File: src/rtl/two_bit_comparator.sv
// two_bit_comparator
//   Registered 2-bit unsigned magnitude comparator. A = {a1,a0} is compared
//   against B = {b1,b0} using 1-bit comparator cells and an MSB-priority
//   combine stage. The three flags are mutually exclusive once out of reset.
//
// Ports
//   clk    : system clock, rising-edge active
//   rst_n  : asynchronous, active-low reset (clears all flags)
//   a0, a1 : operand A, LSB and MSB
//   b0, b1 : operand B, LSB and MSB
//   out    : A >  B, registered
//   out1   : A == B, registered
//   out2   : A <  B, registered
//
// Configuration
//   TWO_BIT_COMPARATOR_INREG_EN : when defined, the operands are first
//   captured in an input register stage, which is reset to 0. Latency then
//   becomes 2 clocks. When undefined, latency is 1 clock.

// 1-bit comparator cell: reports whether a is greater, less or equal to b.
module two_bit_comparator_cell (
  input  logic a,
  input  logic b,
  output logic gt,
  output logic lt,
  output logic eq
);

  logic a_n;
  logic b_n;
  logic ne;

  not u_not_a (a_n, a);
  not u_not_b (b_n, b);
  and u_and_gt (gt, a, b_n);
  and u_and_lt (lt, a_n, b);
  or  u_or_ne  (ne, gt, lt);
  not u_not_eq (eq, ne);

endmodule

module two_bit_comparator (
  input  logic clk,
  input  logic rst_n,
  input  logic a0,
  input  logic b0,
  input  logic a1,
  input  logic b1,
  output logic out,
  output logic out1,
  output logic out2
);

  logic a0_c;
  logic b0_c;
  logic a1_c;
  logic b1_c;

`ifdef TWO_BIT_COMPARATOR_INREG_EN
  // Optional input stage. Cleared operands compare equal, so the flags
  // report equal on the first edge after reset release.
  always_ff @(posedge clk or negedge rst_n) begin
    if (!rst_n) begin
      a0_c <= 1'b0;
      b0_c <= 1'b0;
      a1_c <= 1'b0;
      b1_c <= 1'b0;
    end else begin
      a0_c <= a0;
      b0_c <= b0;
      a1_c <= a1;
      b1_c <= b1;
    end
  end
`else
  assign a0_c = a0;
  assign b0_c = b0;
  assign a1_c = a1;
  assign b1_c = b1;
`endif

  logic gt0;
  logic lt0;
  logic eq0;
  logic gt1;
  logic lt1;
  logic eq1;

  two_bit_comparator_cell u_cell0 (
    .a  (a0_c),
    .b  (b0_c),
    .gt (gt0),
    .lt (lt0),
    .eq (eq0)
  );

  two_bit_comparator_cell u_cell1 (
    .a  (a1_c),
    .b  (b1_c),
    .gt (gt1),
    .lt (lt1),
    .eq (eq1)
  );

  // The MSB cell decides unless its bits are equal; only then does the
  // LSB cell contribute.
  logic gt_lsb;
  logic lt_lsb;
  logic gt_all;
  logic lt_all;
  logic eq_all;

  and u_and_gt_lsb (gt_lsb, eq1, gt0);
  and u_and_lt_lsb (lt_lsb, eq1, lt0);
  or  u_or_gt_all  (gt_all, gt1, gt_lsb);
  or  u_or_lt_all  (lt_all, lt1, lt_lsb);
  and u_and_eq_all (eq_all, eq1, eq0);

  // Output flag register.
  always_ff @(posedge clk or negedge rst_n) begin
    if (!rst_n) begin
      out  <= 1'b0;
      out1 <= 1'b0;
      out2 <= 1'b0;
    end else begin
      out  <= gt_all;
      out1 <= eq_all;
      out2 <= lt_all;
    end
  end

endmodule

File: config.mk
export PLATFORM = sky130hd
export DESIGN_NAME = two_bit_comparator
export DESIGN_NICKNAME = d
export VERILOG_FILES = /design/src/rtl/two_bit_comparator.sv
export SDC_FILE = /design/constraint.sdc
export NUM_CORES = 1
export LEC_CHECK = 0
export CAP_MARGIN = 20
export CORE_AREA = 5 5 42 44
export DETAILED_ROUTE_END_ITERATION = 6
export DIE_AREA = 0 0 47 49
export SETUP_SLACK_MARGIN = 0.3
export SLEW_MARGIN = 20
export SYNTH_ARGS = -nofsm -noshare
export SYNTH_HDL_FRONTEND = slang
export SYNTH_SLANG_ARGS = --single-unit
export TNS_END_PERCENT = 20
File: constraint.sdc
create_clock -name clk -period 0.8 [get_ports clk]
set_clock_uncertainty 0.15 [all_clocks]
set_input_delay 0.16 -clock clk [delete_from_list [all_inputs] [get_ports clk]]
set_output_delay 0.16 -clock clk [all_outputs]
set_load 0.02 [all_outputs]
# After elaboration in Yosys (flattened, before gate mapping)
# Index checks and enable logic that the tools add are counted.
op_classes:
  reduce_logical: 0
  addsub: 0
  div: 0
  bitwise: 17
  mux: 0
  n_mul: 0
  shifts: 0
  eq_ne: 0
  magnitude_cmp: 0
ops:
  columns: ["cell", "count"]
  rows:
  - ["$and A1 B1 Y1", 7]
  - ["$not A1 Y1", 6]
  - ["$or A1 B1 Y1", 4]
totals:
  reg_bits: 3
  mem_count: 0
  mem_bits_rw: 0
  latch_bits: 0
  mem_bits_ro: 0
  input_bits: 6
  output_inout_bits: 3

# Logic depth before layout (Yosys ltp)
# Gate-level depths: netlist of run 1.
logic_depth:
  ltp_word: 6
  mapped_depth: 3

# Modules after synthesis
# Synthesis of run 1 repeated with hierarchy kept, for this count alone.
hier_totals:
  cells_unflattened: 14
  area_unflattened_um2: 162.7
by_module_without_submodules:
  columns: ["module", "area_each_um2", "instances", "cells_per_inst", "seq_area_each_um2"]
  rows:
  - ["two_bit_comparator", 97.6, 1, 6, 75.1]
  - ["two_bit_comparator_cell", 32.5, 2, 4, 0.0]

# Least setup slack after synthesis of run 1
# Ideal clock, no wire load.
synth_timing:
  path_type: "in2reg"
  from: "in a1"
  to: "reg out"
  required_ps: 532
  path_stages: 3
  t_arrival_ps: 648
  setup_time_ps: 118
  path_slack_ps: -116
  path_cell_list: "inv_1 -> ha_1 -> a21o_1"
synth_between:
  elab_chain_cells: 6
synth_rtl:
  columns: ["item", "line_no", "rtl"]
  rows:
  - ["from (decl)", "47", "input logic a1,"]
  - ["$not A1 Y1", "33", "not u_not_a (a_n, a);"]
  - ["$and A1 B1 Y1", "36", "and u_and_lt (lt, a_n, b);"]
  - ["$or A1 B1 Y1", "37", "or u_or_ne (ne, gt, lt);"]
  - ["$not A1 Y1", "38", "not u_not_eq (eq, ne);"]
  - ["$and A1 B1 Y1", "113", "and u_and_gt_lsb (gt_lsb, eq1, gt0);"]
  - ["$or A1 B1 Y1 *", "115", "or u_or_gt_all (gt_all, gt1, gt_lsb);"]
  - ["via gt_all", "109", "logic gt_all;"]
  - ["to (signal assigned)", "126", "out <= gt_all;"]
  - ["to (decl)", "49", "output logic out,"]
# The timed path passes the listed nets; every way through them passes the cells marked *.

# Worst setup path after layout of run 1
layout_timing:
  from: "reg out1"
  to: "out out1"
layout_rtl:
  columns: ["item", "line_no", "rtl"]
  rows:
  - ["from (decl)", "50", "output logic out1,"]
  - ["from (signal assigned)", "127", "out1 <= eq_all;"]
# No word-level cell between the ends.

==> flow_summary.ini, run 1 <==
[logic_synthesis]
synthCells = 14
synth-seq-cells = 3
ys_seq_area_share_pct = 46.51
synthTopCellsByArea = dfrtp_1 47%, ha_1 31%, a21o_1 9.3%, inv_1 9.3%, and2_1 3.9%
synth_top_area_share_pct = 46.51
yosys_warnings = 0
yosys.area.top_type = dfrtp_1
synthesis.area_um2 = 161.4
synth_nets = 24
synth.avg_cell_area_um2 = 11.53
synth.distinct_cells = 5

[drt]
via_count = 140
detail-route-antenna-nets = 0
drt-total-wl_um = 403
drt_iter0_drc = 2
route.detailed.drc = 0
viasPerCell = 3.333
wl_per_cell_um = 9.595
drtPass1Iterations = 2

[final_layout]
area_growth_pct = 107.8
nFillCells = 162
antenna_cells = 0
drive_above_1_share_pct = 61.54
final_nets = 37
utilization_pct = 23.93

[critical_path]
end_kind = output port
max_stage_delay_ns = 0.37
worst-path-stages = 1
worst-setup-path-type = reg -> out
worstPathRequired_ns = 0.49
critPathCapture = out1
path_cells = buf_6
cp-startpoint = out1
crit_fanout = 1
start_kind = flop
crit_slowest_cell = dfrtp_1
cp.buffers_inverters = 1
cpLargestDelayFamily = flip-flops
cp.arrival_ns = 0.72

[floorplan]
fp.coreArea_um2 = 1401
die_height_um = 49
rows = 14
io_pins = 9
fp.dieW_um = 47
start_util_pct = 11.52
dieArea_um2 = 2303

[timing]
rsz0062_at_grt = yes
finalSetupTns_ns = -0.6856
max_clock_freq_ghz = 0.9678
finalHoldViolations = 3
max_slew.worst_pin.slew_ns = 0.1296
whs_ns = -0.03980
min_period_over_period_pct = 129.2
layout_min_cycle_time_ns = 1.033
relSlewSlack_pct = 91.34
setup_ws_ns = -0.2332
maxSlewViolCount = 0
setup_viol = 3

[run]
maxCapViolCount = 0

[cts]
clockBufferDepth = 2
cts-buffers-inserted = 3
cts_tree = yes
h-tree-depth = 1
path_clk_slew_ns = 0.03
cts.sinks = 3
cts_root_buf = clkbuf_4
cts_setup_buffers = 0

[place]
gp_congestion = 0.5839
place_ws_ns = -0.5770
dp_hpwl_um = 328
placement.io_buffers = 8

[global_route]
grt_max_degree = 4
first_global_vias = 171
grt_pass1_wl_um = 690
antenna_found_initial = 0
grt.total_usage_pct = 5.297
overflow = 0

[pwr]
p_leak_uw = 0.0001712
finalPower_uw = 562.0
powerDensity_nw_per_um2 = 1676
vdd_drop_max_mv = 0.2790

[status]
outcome = finished with violations
violations = negative hold slack, negative setup slack

[worst_hold_path]
hold_path_class = in -> async
## through the flow
stage | hold slack (ns) | cell area (µm²) | instances
after floorplan | -0.2856 | 188.9 | 14
after global placement | 0.2019 | 289.0 | 38
after detailed placement | 0.2006 | 289.0 | 38
after CTS | -0.04776 | 310.3 | 42
after global routing | -0.04827 | 335.3 | 42
final | -0.03980 | 335.3 | 42
## cell usage in the layout (no fill, tap or decap), drive strengths merged
| master | n |
|---|---|
| inv | 4 |
| a21o | 2 |
| buf | 7 |
| ha | 4 |
| clkdlybuf4s50 | 1 |
| and2 | 1 |
| clkbuf | 4 |
| dfrtp | 3 |
## power by group
part           switching [µW]  leakage (µW)  total, µW  internal, µW
sequential               6.01     0.0000378        172           166
combinational            53.9      0.000118        133          79.4
clock                    70.1     0.0000150        256           186
total                     130      0.000171        562           432
## layer usage
metal  GRT usage [%]  routed length [µm]  share of wire (%)  up-vias
li1                -                   -                  -       66
met1           4.213                 144                 36       63
met2           5.882                 170                 42        9
met3           5.535                  76                 19        2
met4           6.912                  11                2.7        0
met5               0                   0                  0        -
## cells in the mapped netlist (all sizes together)
master,number
a21o,2
and2,1
dfrtp,3
ha,4
inv,4
## state kept, by name, summed over array words and instances (netlist names)
signal	cells
out1	1
out2	1
out	1
## cells by family after synthesis
group	share of synthesized area, %
buffers and inverters	9.300
adder cells (fa/ha/maj)	31.01
flip-flops	46.51
AO/OA/AOI/OAI	9.300
AND/OR/NAND/NOR	3.878
## worst min-delay path by stage
stage	slack [ns]	from	to	cells past startpoint
after floorplan	-0.29	rst_n	out	0
after global placement	0.20	rst_n	out1	1
after detailed placement	0.20	rst_n	out1	1
after global routing	-0.05	rst_n	out1	1
after CTS	-0.05	rst_n	out1	1
final	-0.04	rst_n	out1	1
## cell type report
| class | count | area (µm²) | share of cell area, % |
|---|---|---|---|
| multi-input cells | 7 | 101.3 | 30.22 |
| repair buffers | 8 | 92.59 | 27.61 |
| flip-flops and latches | 3 | 75.07 | 22.39 |
| clock buffers | 4 | 26.28 | 7.836 |
| inverters | 4 | 20.02 | 5.970 |
| well taps | 16 | 20.02 | 5.970 |
## timing repair
item | 4_1_cts | 5_1_grt
pin swaps | 3 | 5
gates cloned | 0 | 0
endpoints found under the hold margin | 3 | 3
setup endpoints to repair | 6 | 6
gates resized for setup | 37 | 8
Power figures use the tool's default switching activity.
==> run 2, diff against run 1 <==
Settings changed: SLEW_MARGIN 20 to not set.
==> results of run 2 <==
Final layout, timing and power as in run 1 (identical DEF).
